<file path="src/rtl/alu_pkg.sv">
// Shared ALU definitions: bitwise op encoding and pipeline reset values.
package alu_pkg;

  typedef logic [2:0] op_t;

  localparam op_t OP_AND  = 3'd0;
  localparam op_t OP_OR   = 3'd1;
  localparam op_t OP_XOR  = 3'd2;
  localparam op_t OP_NAND = 3'd3;
  localparam op_t OP_NOR  = 3'd4;
  localparam op_t OP_XNOR = 3'd5;
  localparam op_t OP_NOT  = 3'd6;
  localparam op_t OP_ACC  = 3'd7;

  // Flag values for the empty result register (r = 0).
  localparam logic RST_VALID  = 1'b0;
  localparam logic RST_ZERO   = 1'b1;
  localparam logic RST_PARITY = 1'b0;

endpackage

</file>
<file path="src/rtl/bitwise_logic_pipe_if.sv">
// Operand/result handshake bundle for the bitwise logic pipe.
interface bitwise_logic_pipe_if
  import alu_pkg::*;
#(
  parameter int WIDTH = 16,
  parameter int CNT_W = 8
);
  logic             in_valid;
  logic             in_ready;
  op_t              op;
  logic [WIDTH-1:0] a;
  logic [WIDTH-1:0] b;
  logic             acc_clr;
  logic             out_valid;
  logic             out_ready;
  logic [WIDTH-1:0] r;
  logic             zero;
  logic             parity;
  logic [WIDTH-1:0] acc;
  logic [CNT_W-1:0] acc_cnt;

  modport master (
    output in_valid, op, a, b, acc_clr, out_ready,
    input  in_ready, out_valid, r, zero, parity, acc, acc_cnt
  );

  modport slave (
    input  in_valid, op, a, b, acc_clr, out_ready,
    output in_ready, out_valid, r, zero, parity, acc, acc_cnt
  );
endinterface

</file>
<file path="src/rtl/bitwise_op_comb.sv">
// Combinational bitwise op decode; ACC folds both operands into acc_in.
module bitwise_op_comb
  import alu_pkg::*;
#(
  parameter int WIDTH = 16
) (
  input  op_t              op,
  input  logic [WIDTH-1:0] a,
  input  logic [WIDTH-1:0] b,
  input  logic [WIDTH-1:0] acc_in,
  output logic [WIDTH-1:0] r
);

  always_comb begin
    r = '0;
    case (op)
      OP_AND:  r = a & b;
      OP_OR:   r = a | b;
      OP_XOR:  r = a ^ b;
      OP_NAND: r = ~(a & b);
      OP_NOR:  r = ~(a | b);
      OP_XNOR: r = ~(a ^ b);
      OP_NOT:  r = ~a;
      OP_ACC:  r = acc_in ^ a ^ b;
      default: r = '0;
    endcase
  end

endmodule

</file>
<file path="src/rtl/bitwise_logic_pipe.sv">
// Two-stage valid/ready bitwise logic unit with running XOR accumulator.
module bitwise_logic_pipe
  import alu_pkg::*;
#(
  parameter int WIDTH = 16,
  parameter int CNT_W = 8
) (
  input logic           clk,
  input logic           rst,
  bitwise_logic_pipe_if.slave bus
);

  localparam logic [CNT_W-1:0] CNT_ONE = CNT_W'(1);

  logic             s1_v;
  op_t              s1_op;
  logic [WIDTH-1:0] s1_a;
  logic [WIDTH-1:0] s1_b;

  logic             s2_v;
  logic [WIDTH-1:0] r_q;
  logic             zero_q;
  logic             parity_q;

  logic [WIDTH-1:0] acc_q;
  logic [CNT_W-1:0] cnt_q;

  logic             in_ready;
  logic             s1_load;
  logic             s2_load;
  logic             acc_fold;
  logic [WIDTH-1:0] acc_base;
  logic [CNT_W-1:0] cnt_base;
  logic [WIDTH-1:0] r_next;

  assign in_ready = !s1_v || !s2_v || bus.out_ready;
  assign s2_load  = s1_v && (!s2_v || bus.out_ready);
  assign s1_load  = bus.in_valid && in_ready;
  assign acc_fold = s2_load && (s1_op == OP_ACC);

  // A coincident clear is applied before the fold sees the accumulator.
  assign acc_base = bus.acc_clr ? '0 : acc_q;
  assign cnt_base = bus.acc_clr ? '0 : cnt_q;

  bitwise_op_comb #(.WIDTH(WIDTH)) u_op (
    .op     (s1_op),
    .a      (s1_a),
    .b      (s1_b),
    .acc_in (acc_base),
    .r      (r_next)
  );

  always_ff @(posedge clk) begin
    if (rst) begin
      s1_v <= RST_VALID;
    end else if (s1_load) begin
      s1_v <= 1'b1;
    end else if (s2_load) begin
      s1_v <= 1'b0;
    end
  end

  always_ff @(posedge clk) begin
    if (s1_load) begin
      s1_op <= bus.op;
      s1_a  <= bus.a;
      s1_b  <= bus.b;
    end
  end

  always_ff @(posedge clk) begin
    if (rst) begin
      s2_v     <= RST_VALID;
      r_q      <= '0;
      zero_q   <= RST_ZERO;
      parity_q <= RST_PARITY;
    end else if (s2_load) begin
      s2_v     <= 1'b1;
      r_q      <= r_next;
      zero_q   <= (r_next == '0);
      parity_q <= ^r_next;
    end else if (bus.out_ready) begin
      s2_v     <= 1'b0;
    end
  end

  always_ff @(posedge clk) begin
    if (rst) begin
      acc_q <= '0;
      cnt_q <= '0;
    end else if (acc_fold) begin
      acc_q <= r_next;
      cnt_q <= cnt_base + CNT_ONE;
    end else if (bus.acc_clr) begin
      acc_q <= '0;
      cnt_q <= '0;
    end
  end

  assign bus.in_ready  = in_ready;
  assign bus.out_valid = s2_v;
  assign bus.r         = r_q;
  assign bus.zero      = zero_q;
  assign bus.parity    = parity_q;
  assign bus.acc       = acc_q;
  assign bus.acc_cnt   = cnt_q;

endmodule

</file>
<file path="src/flat_wrapper.sv">
// flat-port wrapper written by rule: the top's interface ports become plain ports
module bitwise_logic_pipe_flat import alu_pkg::*;
#(
  parameter int WIDTH = 16,
  parameter int CNT_W = 8
)
  (clk, rst, bus_in_valid, bus_op, bus_a, bus_b, bus_acc_clr, bus_out_ready, bus_in_ready, bus_out_valid, bus_r, bus_zero, bus_parity, bus_acc, bus_acc_cnt);
  bitwise_logic_pipe_if #(.WIDTH(WIDTH), .CNT_W(CNT_W)) bus_i ();
  input logic clk;
  input logic rst;
  input wire logic [$bits(bus_i.in_valid)-1:0] bus_in_valid;
  input wire logic [$bits(bus_i.op)-1:0] bus_op;
  input wire logic [$bits(bus_i.a)-1:0] bus_a;
  input wire logic [$bits(bus_i.b)-1:0] bus_b;
  input wire logic [$bits(bus_i.acc_clr)-1:0] bus_acc_clr;
  input wire logic [$bits(bus_i.out_ready)-1:0] bus_out_ready;
  output wire logic [$bits(bus_i.in_ready)-1:0] bus_in_ready;
  output wire logic [$bits(bus_i.out_valid)-1:0] bus_out_valid;
  output wire logic [$bits(bus_i.r)-1:0] bus_r;
  output wire logic [$bits(bus_i.zero)-1:0] bus_zero;
  output wire logic [$bits(bus_i.parity)-1:0] bus_parity;
  output wire logic [$bits(bus_i.acc)-1:0] bus_acc;
  output wire logic [$bits(bus_i.acc_cnt)-1:0] bus_acc_cnt;
  assign bus_i.in_valid = bus_in_valid;
  assign bus_i.op = bus_op;
  assign bus_i.a = bus_a;
  assign bus_i.b = bus_b;
  assign bus_i.acc_clr = bus_acc_clr;
  assign bus_i.out_ready = bus_out_ready;
  assign bus_in_ready = bus_i.in_ready;
  assign bus_out_valid = bus_i.out_valid;
  assign bus_r = bus_i.r;
  assign bus_zero = bus_i.zero;
  assign bus_parity = bus_i.parity;
  assign bus_acc = bus_i.acc;
  assign bus_acc_cnt = bus_i.acc_cnt;
  bitwise_logic_pipe #(.WIDTH(WIDTH), .CNT_W(CNT_W)) u_core (.clk(clk), .rst(rst), .bus(bus_i));
endmodule
</file>
<file path="config.mk">
export PLATFORM = sky130hd
export DESIGN_NAME = bitwise_logic_pipe_flat
export DESIGN_NICKNAME = d
export VERILOG_FILES = /design/src/rtl/alu_pkg.sv /design/src/rtl/bitwise_logic_pipe_if.sv /design/src/rtl/bitwise_op_comb.sv /design/src/rtl/bitwise_logic_pipe.sv /design/src/flat_wrapper.sv
export SDC_FILE = /design/constraint.sdc
export NUM_CORES = 1
export LEC_CHECK = 0
export ABC_AREA = 1
export CAP_MARGIN = 20
export CORE_UTILIZATION = 54
export DETAILED_ROUTE_END_ITERATION = 8
export PLACE_DENSITY_LB_ADDON = 0.12
export SLEW_MARGIN = 40
export SYNTH_ARGS = -nofsm -noshare
export SYNTH_HDL_FRONTEND = slang
export SYNTH_SLANG_ARGS = --single-unit
</file>
<file path="constraint.sdc">
create_clock -name clk -period 3.05 [get_ports clk]
set_input_delay 0.4575 -clock clk [delete_from_list [all_inputs] [get_ports clk]]
set_output_delay 0.4575 -clock clk [all_outputs]
set_load 0.01 [all_outputs]
</file>
== After elaboration in Yosys (flattened, before gate mapping) ==
Index checks and enable logic that the tools add are counted.
Word-level totals
  input bits: 40
  register bits after elaboration: 79
  output and inout bits: 44
  logic and storage cells: 49
Cells by class
  equality and inequality tests: 7
  reduce and logical (&&, ||, !) cells: 13
  add/subtract/negate cells: 1
  mux-type cells: 9
  bitwise gates (word level): 9
Operators by type and width (number)
  16-bit case mux with 8 select lines: 1
  16-bit NOT: 4
  16-bit XOR: 3
  16-bit two-way mux: 2
  16-bit bitwise AND: 1
  16-bit logical NOT: 1
  8-bit two-way mux: 2
  16-bit bitwise OR: 1
  16-bit XOR reduction: 1
  3-bit equality test, second input constant: 4
  8-bit by 1-bit adder with 8-bit output, second input constant: 1
  3-bit by 2-bit equality test with 1-bit output, second input constant: 2
  1-bit two-way mux: 4
  2-bit nonzero test: 2
  3-bit by 1-bit equality test with 1-bit output, second input constant: 1
  1-bit logical AND: 3
  3-bit logical NOT: 1
  1-bit logical OR: 3
  1-bit logical NOT: 2

== Longest topological paths before layout ==
Gate-level depths: netlist of run 1.
  depth after elaboration: 5
  depth in mapped cells: 17
  depth with buffers taken out: 16

== Cells and area by module ==
From an unflattened synthesis of run 1, not the netlist that was laid out.
Second synthesis, totals
  cells, all modules: 772
  area, all modules: 5421.4 um^2
Modules (own cells, without submodules)
  bitwise_logic_pipe: seq. area each 1931.9 um^2, instances 1, cells an instance 330, area an instance 3195.6 um^2
  bitwise_op_comb: seq. area each 0.0 um^2, instances 1, cells an instance 442, area an instance 2225.9 um^2

== Least setup slack after synthesis of run 1 ==
No wires, ideal clock.
  kind: in2reg
  from: in bus_out_ready
  to: reg u_core.s1_a[0] (enable)
  arrival: 2.099 ns
  setup time: 0.428 ns
  path slack: 0.523 ns
  data required time: 2.622 ns
  path buffers: 0
  cell stages on the path: 4
  cells stage by stage: inv_1 nand2_1 nor2_1 nor2_1
On the way
  longest elaborated chain between the ends: 2
Ends and longest elaborated chain
  start: declaration: RTL line flat_wrapper.sv:16  | input wire logic [$bits(bus_i.out_ready)-1:0] bus_out_ready;
  1-bit logical OR: RTL line bitwise_logic_pipe.sv:36  | assign in_ready = !s1_v || !s2_v || bus.out_ready;
  1-bit logical AND: RTL line bitwise_logic_pipe.sv:38  | assign s1_load = bus.in_valid && in_ready;
  net u_core.s1_load: RTL line bitwise_logic_pipe.sv:29  | logic s1_load;
  end signal: assignment: RTL line bitwise_logic_pipe.sv:66  | s1_a <= bus.a;
  end: declaration: RTL line bitwise_logic_pipe.sv:17  | logic [WIDTH-1:0] s1_a;
The timed path passes the listed nets, and every way through them passes these cells.
A chain may end at the register's enable or synchronous reset.

== Worst setup path in the final report of run 1 ==
  from: reg u_core.s1_op[2]
  to: reg u_core.parity_q (netlist: u_core.bus.parity)
On the way
  longest elaborated chain between the ends: 3
  elaborated cells on any way between the ends: 10
  classes of those cells: eq/ne (7); mux (1); reduce/logical (2)
Ends and longest elaborated chain
  start: declaration: RTL line bitwise_logic_pipe.sv:16  | op_t s1_op;
  start signal: assignment: RTL line bitwise_logic_pipe.sv:65  | s1_op <= bus.op;
  3-bit equality test, or another cell as far along: RTL line bitwise_op_comb.sv:16  | case (op)
  16-bit case mux with 8 select lines (*): RTL line bitwise_op_comb.sv:16
  16-bit XOR reduction (*): RTL line bitwise_logic_pipe.sv:81  | parity_q <= ^r_next;
  end signal: assignment: RTL line bitwise_logic_pipe.sv:81
  end: declaration: RTL line bitwise_logic_pipe.sv:23  | logic parity_q;
Mark *: on every way between the ends. The rest lies on a longest branch, timed or not.

==> summary.md, run 1 <==
| Metric | Value |
|---|---|
| Largest family of logic cells by synthesized area | `simple AND/OR/NAND/NOR gates` |
| Lkg Pwr | `3.20 nW` |
| Worst setup path class | `flop to flop` |
| Cells after synthesis | `728` |
| Crit path launch | `u_core.s1_op[2]` |
| Clock root cell | `clkbuf_8` |
| Total CTS buffers | `9` |
| Worst-path fanout max | `27` |
| Actual slew at the worst max-slew pin | `0.711 ns` |
| Placed Instances | `935` |
| Routed len/inst | `14.5 um` |
| Post-Syn Area per Cell | `7.10 um^2` |
| GP Congestion | `0.862` |
| DRC errors left | `0` |
| Initial Util | `56.0%` |
| DP Area | `6260 um^2` |
| Yosys warning total | `0` |
| Adder-cell share of the synthesized area | `9.92%` |
| Design area | `6500 um^2` |
| Reg2reg path depth | `14` |
| Cell Area, Synth | `5170 um^2` |
| Post-synthesis mux area share | `0%` |
| First-pass GRT wire length | `22600 um` |
| Initial antenna violation count | `0` |
| Worst-Skew Late Latency | `0.36 ns` |
| Area Growth Syn to Fin | `25.6%` |
| Vias | `5111` |
| Starting DRC count in detailed routing | `310` |
| TritonRoute pass-1 iters | `7` |
| Post-Layout Cell Count | `953` |
| Final min period | `2.71 ns` |
| Vias in the first global route | `4938` |
| DIE WIDTH | `99.9 um` |
| Outcome | `completed` |
| Final WL | `13800 um` |
| Number of synthesized register bits | `79` |
| CTS H-tree lvls | `3` |
| # clock sinks | `79` |
| Total negative slack | `0 ns` |
| Reg-to-reg endpoint | `u_core.bus.parity` |
| Synth Net Count | `809` |
| Hold Slack | `0.482 ns` |
| Setup violations, final | `0` |
| Post-Synth Simple-Gate Area | `31.5%` |
| Share of cells above drive strength 1 | `7.04%` |
| Post-DP HPWL | `10100 um` |
| Max_cap viols | `0` |
| Worst setup path end | `u_core.bus.parity` |
| CTS tree | `yes` |
| Post-synthesis cell type count | `24` |
| WP data arrival | `2.97 ns` |
| Maximum clock insertion buffer count | `2` |
| Die H | `99.9 um` |
| Antenna-violating nets left | `0` |
| Crit. End Element | `flop` |
| Fin util | `70.3%` |
| Aggregate global routing overflow | `0` |
| Nets | `900` |
| R2r setup slk | `0.34 ns` |
| Worst R2R Start | `u_core.s1_op[2]` |
| Slew headroom | `52.3%` |
| Final Cycle Share | `88.7%` |
| Max Clock Freq | `0.370 GHz` |
| Gr usage total | `29.0%` |
| Post-synthesis sequential area ratio | `37.4%` |
| Clock-pin slew on the worst setup and hold paths | `0.10 ns` |
| Post-synthesis xor/xnor area fraction | `1.19%` |
| Skew final | `0.0202 ns` |
| CP Launch Type | `flop` |
| RSZ-0062 raised after global routing | `false` |
| Final Max Slew Viols | `0` |
| Die area | `9970 um^2` |
| Complex-gate fraction of the synthesized area | `9.24%` |
| Final hold vios | `0` |
| PortBufs | `83` |
| Pwr dens | `423 nW/um^2` |
| Row Count | `35` |
| Post-CTS sizing | `0` |
| Data required, critical path | `3.31 ns` |
| # IOs | `84` |
| N_diodes | `0` |
| Via-per-instance ratio | `5.36` |
| Filler Cell Count | `796` |
| Core Region | `9240 um^2` |
| Peak VDD IR | `0.281 mV` |
| Worst Hold Class | `flop to flop` |
| Largest net degree at the start of global routing | `36` |
critical path, stage by stage, from the launching register on:
cell	delay, ns
edfxtp_1	0.37
buf_4	0.32
nand3_1	0.40
nor2_1	0.23
nor2_1	0.07
nand3_1	0.08
nand2_1	0.10
ha_1	0.30
xnor2_1	0.27
and2_1	0.17
nor2_1	0.04
nand2_1	0.06
nand3_1	0.07
nand2_1	0.08
inv_1	0.03
per-stage QoR:
stage	setup WS [ns]	total power, mW
4_1_cts	0.269	2.75
3_5_place_dp	0.194	1.89
2_1_floorplan	0.523	1.64
6_report	0.344	2.75
5_1_grt	0.0791	2.88
3_3_place_gp	0.284	1.87
timing repair:
action | CTS | global route
setup buffers | 0 | 2
setup endpoints to repair | 0 | 1
hold buffers | 0 | 0
kinds of logic after synthesis:
group	after synthesis
simple gates	362
buf+inv	144
compound gates	95
flops	79
fa+ha+maj	41
xor+xnor	7
placed cells by master, fill, tap and decap left out, types with 2 or more instances in the layout:
cell,count
inv_2,3
clkbuf_16,3
buf_12,2
nand3_1,69
nor2_1,60
o21ai_0,46
nand2_1,169
o21ai_1,7
ha_1,41
nor2_2,2
nand3b_1,16
nor2_4,3
clkdlybuf4s50_1,83
dfxtp_1,44
nor3_1,3
clkbuf_1,2
or2_2,8
inv_1,109
xnor2_1,6
buf_4,26
a21oi_1,41
edfxtp_1,35
nand4_1,31
clkbuf_8,10
Yosys cell counts:
cell type    n  share of area, %
nand2_1    169                12
inv_1      110               8.0
nand3_1     69               6.7
nor2_1      61               4.4
o21ai_0     46               4.5
dfxtp_1     44                17
a21oi_1     41               4.0
ha_1        41               9.9
edfxtp_1    35                20
nand4_1     31               3.8
nand3b_1    16               2.3
buf_2       14               1.4
clkbuf_1    14               1.0
or2_2        8              0.97
o21ai_1      7              0.68
xnor2_1      6               1.0
buf_1        3              0.22
inv_2        3              0.22
nor3_1       3              0.29
nor2_2       2              0.24
nor2_4       2              0.44
and2_1       1              0.12
o31ai_1      1              0.15
xor2_1       1              0.17
per-layer routing:
| metal | share of wire (%) | wire length, um | global-route usage, % |
|---|---|---|---|
| met1 | 42 | 5820 | 35.5 |
| met2 | 48 | 6640 | 50.0 |
| met3 | 7.6 | 1050 | 5.57 |
| met4 | 2.4 | 328 | 11.9 |
| met5 | 0 | 0 | 0 |
how the worst min path moves through the flow:
stage	start	end	cells past startpoint
global route	u_core.s1_v	u_core.bus.out_valid	2
CTS	u_core.s1_v	u_core.bus.out_valid	2
finish	u_core.s1_v	u_core.bus.out_valid	2
floorplan	u_core.s1_v	u_core.bus.out_valid	2
global placement	u_core.s1_v	u_core.bus.out_valid	2
detailed placement	u_core.s1_v	u_core.bus.out_valid	2
flip-flops by register name (all words and copies together), names as in the netlist:
name and cells:
u_core.s1_v 1, u_core.bus.r 16, u_core.bus.acc 16, u_core.bus.parity 1, u_core.bus.out_valid 1, u_core.bus.acc_cnt 8, u_core.s1_b 16, u_core.s1_op 3
u_core.s1_a 16, u_core.bus.zero 1
cell type report:
cell class | instances | area (um^2) | area share [%]
multi-input combinational | 505 | 2690 | 41.4
inverter | 113 | 424 | 6.53
sequential | 79 | 1930 | 29.7
clock inverter | 1 | 5.00 | 0.0770
tap | 129 | 161 | 2.48
clock buffer | 15 | 220 | 3.39
timing repair buffer | 111 | 1070 | 16.4
power by group:
| part | internal (mW) | leakage, nW | total, mW | switching, mW |
|---|---|---|---|---|
| registers | 1.16 | 0.701 | 1.20 | 0.0401 |
| logic | 0.302 | 2.38 | 0.676 | 0.374 |
| clock network | 0.468 | 0.115 | 0.873 | 0.405 |
(Power assumes the default switching activity.)
==> inputs of run 2 (changes only) <==
CORE_MARGIN = 8   (was not set)
CORE_UTILIZATION = 55   (was 54)
TNS_END_PERCENT = 5   (was not set)
clock period = 3.2 ns   (was 3.05 ns; I/O delays follow)
==> run 2 against run 1 <==
Worst setup slack got worse by 0.011 ns; largest power group unchanged; critical endpoint unchanged; final cell count fell by 2.3%; sequential cell count did not move; clock skew fell by 0.012 ns; die area rose by 28%; critical path depth rose by 1; count of clock-buffer cells in the layout fell by 5.
==> summary.md, run 2 (synthesis gave the netlist of run 1 again) <==
| Metric | Value |
|---|---|
| Outcome | `completed (unchanged)` |
| CTS H-tree lvls | `3 (unchanged)` |
| Max Clock Freq | `0.349 GHz (was 0.370 GHz)` |
| Combinational share of power | `25.1% (was 24.6%)` |
| Worst-path fanout max | `32 (was 27)` |
| Clk pwr share | `29.2% (was 31.7%)` |
| Crit. End Element | `flop (unchanged)` |
| Data required, critical path | `3.46 ns (was 3.31 ns)` |
| Worst Hold Class | `flop to flop (unchanged)` |
| Die area | `12800 um^2 (was 9970 um^2)` |
| Post-CTS sizing | `0 (unchanged)` |
| Tot Pwr | `2.51 mW (was 2.75 mW)` |
| Setup violations, final | `0 (unchanged)` |
| Most common cell after layout, fill and taps aside | `nand2_1 (unchanged)` |
| DIE WIDTH | `113 um (was 99.9 um)` |
| Via-per-instance ratio | `5.44 (was 5.36)` |
| Hold Slack | `0.483 ns (was 0.482 ns)` |
| TritonRoute pass-1 iters | `5 (was 7)` |
| Starting DRC count in detailed routing | `339 (was 310)` |
| Initial antenna violation count | `0 (unchanged)` |
| # hold bufs at CTS | `0 (unchanged)` |
| Final min period | `2.87 ns (was 2.71 ns)` |
| Die H | `113 um (was 99.9 um)` |
| Maximum clock insertion buffer count | `2 (unchanged)` |
| Fin util | `69.4% (was 70.3%)` |
| Total negative slack | `0 ns (unchanged)` |
| CP Cell Sequence | `inv_2, buf_4, nand4_1, nand2_1, nor2_1, nand3_1, nand2_1, ha_1, xnor2_1, and2_1, nor2_1, nand2_1, nand3_1, nand2_1, inv_1 (was buf_4, nand3_1, nor2_1, nor2_1, nand3_1, nand2_1, ha_1, xnor2_1, and2_1, nor2_1, nand2_1, nand3_1, nand2_1, inv_1)` |
| Most used cell, CP | `nand2_1` |
| Nets | `896 (was 900)` |
| Area Growth Syn to Fin | `23.4% (was 25.6%)` |
| Power share of the sequential group | `45.7% (was 43.7%)` |
| First-pass GRT wire length | `23100 um (was 22600 um)` |
| # clock sinks | `79 (unchanged)` |
| # IOs | `84 (unchanged)` |
| Actual slew at the worst max-slew pin | `0.477 ns (was 0.711 ns)` |
| Aggregate global routing overflow | `0 (unchanged)` |
| Final Max Slew Viols | `0 (unchanged)` |
| Initial Util | `56.2% (was 56.0%)` |
| Filler Cell Count | `765 (was 796)` |
| Postcts setup bufs | `0 (unchanged)` |
| DRC errors left | `0 (unchanged)` |
| CTS tree | `yes (unchanged)` |
| WP data arrival | `3.13 ns (was 2.97 ns)` |
| Worst-Skew Late Latency | `0.36 ns (about the same)` |
| Clock-pin slew on the worst setup and hold paths | `0.08 ns (was 0.10 ns)` |
| Post-DP HPWL | `10200 um (was 10100 um)` |
| Final Cycle Share | `89.6% (was 88.7%)` |
| Clock root cell | `clkbuf_8 (unchanged)` |
| Vias | `5062 (was 5111)` |
| Vias in the first global route | `4938 (unchanged)` |
| Critical path's slowest cell | `edfxtp_1 (was nand3_1)` |
| CP Launch Type | `flop (unchanged)` |
| Setup ws final | `0.333 ns (was 0.344 ns)` |
| Slowest cell delay on critical path | `0.58 ns (was 0.40 ns)` |
| RSZ-0062 raised after global routing | `false (unchanged)` |
| Post-place setup slack | `0.254 ns (was 0.194 ns)` |
| Total CTS buffers | `9 (unchanged)` |
| Sw Ratio | `30.6% (was 29.8%)` |
| Internal power | `1.74 mW (was 1.93 mW)` |
| Lkg Pwr | `3.14 nW (was 3.20 nW)` |
| Row Count | `35 (unchanged)` |
| Skew final | `0.00774 ns (was 0.0202 ns)` |
| PortBufs | `83 (unchanged)` |
| Final hold vios | `0 (unchanged)` |
| Slew headroom | `68.1% (was 52.3%)` |
| Peak VDD IR | `0.229 mV (was 0.281 mV)` |
| Switching Power | `0.768 mW (was 0.819 mW)` |
| Gr usage total | `22.1% (was 29.0%)` |
| Final WL | `13800 um (about the same)` |
| N_diodes | `0 (unchanged)` |
| CP top delay family | `simple AND/OR/NAND/NOR gates (unchanged)` |
| Crit path buf inv count | `3 (was 2)` |
| Antenna-violating nets left | `0 (unchanged)` |
| Largest net degree at the start of global routing | `36 (unchanged)` |
| Most frequent cells in the layout | `nand2_1, inv_1, clkdlybuf4s50_1, nand3_1, nor2_1 (unchanged)` |
| Core Region | `9200 um^2 (was 9240 um^2)` |
| Pwr dens | `393 nW/um^2 (was 423 nW/um^2)` |
| GP Congestion | `0.857 (was 0.862)` |
| Share of cells above drive strength 1 | `6.71% (was 7.04%)` |
| Worst setup path class | `flop to flop (unchanged)` |
| Max_cap viols | `0 (unchanged)` |
| Routed len/inst | `14.8 um (was 14.5 um)` |
[run 2: cell types whose count changed in the layout (fill, tap and decap cells not counted)]
cell / change
inv_2: +1
buf_12: -2
clkbuf_16: -3
clkbuf_1: -1
clkbuf_8: -1
clkinvlp_4: +3
buf_4: -2
bufinv_16: +1
[run 2: area by class of cell]
type                       instances  area (um^2)  area share (%)
clock buffer                      10          128            2.00
clock inverter                     6         61.3           0.960
inverter                         113          424            6.64
multi-input combinational        505         2690            42.1
sequential                        79         1930            30.3
tap                              111          139            2.18
timing repair buffer             107         1010            15.8
[run 2: power groups by stage]
| stage | logic (mW) | registers (mW) | clock network, mW |
|---|---|---|---|
| after floorplan | 0.393 | 1.17 | 0 |
| after global placement | 0.602 | 1.17 | 0 |
| after detailed placement | 0.626 | 1.17 | 0 |
| after CTS | 0.628 | 1.15 | 0.747 |
| after global routing | 0.704 | 1.15 | 0.785 |
| final | 0.630 | 1.15 | 0.732 |
[run 2: stage by stage]
stage               area (um^2)  std cells
finish                     6380        931
global route               6380        931
CTS                        6380        931
detailed placement         6190        915
global placement           6190        915
floorplan                  5170        728
[run 2: worst paths after layout]
kind | startpoint | depth (start not counted) | slack (ns) | endpoint
worst max register to register | u_core.s1_op[2] | 15 | 0.33 | u_core.bus.parity
worst min-delay path | u_core.s1_v | 2 | 0.48 | u_core.bus.out_valid
worst max-delay path | u_core.s1_op[2] | 15 | 0.33 | u_core.bus.parity
worst min register to register | u_core.s1_v | 2 | 0.48 | u_core.bus.out_valid
[run 2: worst reg2reg max path, delay by kind of cell (launching register included)]
kind | cells | cell delay [ns]
XOR/XNOR | 1 | 0.28
adder cells (fa/ha/maj) | 1 | 0.31
buffers and inverters | 3 | 0.73
flip-flops | 1 | 0.58
AND/OR/NAND/NOR | 10 | 0.88
[run 2: layer usage]
layer  track usage [%]  vias up  share of wire, %
li1                  -     2539                 -
met1              26.2     2295                42
met2              38.7      203                48
met3              4.85       25               8.2
met4              7.28        0               1.2
met5                 0        -                 0
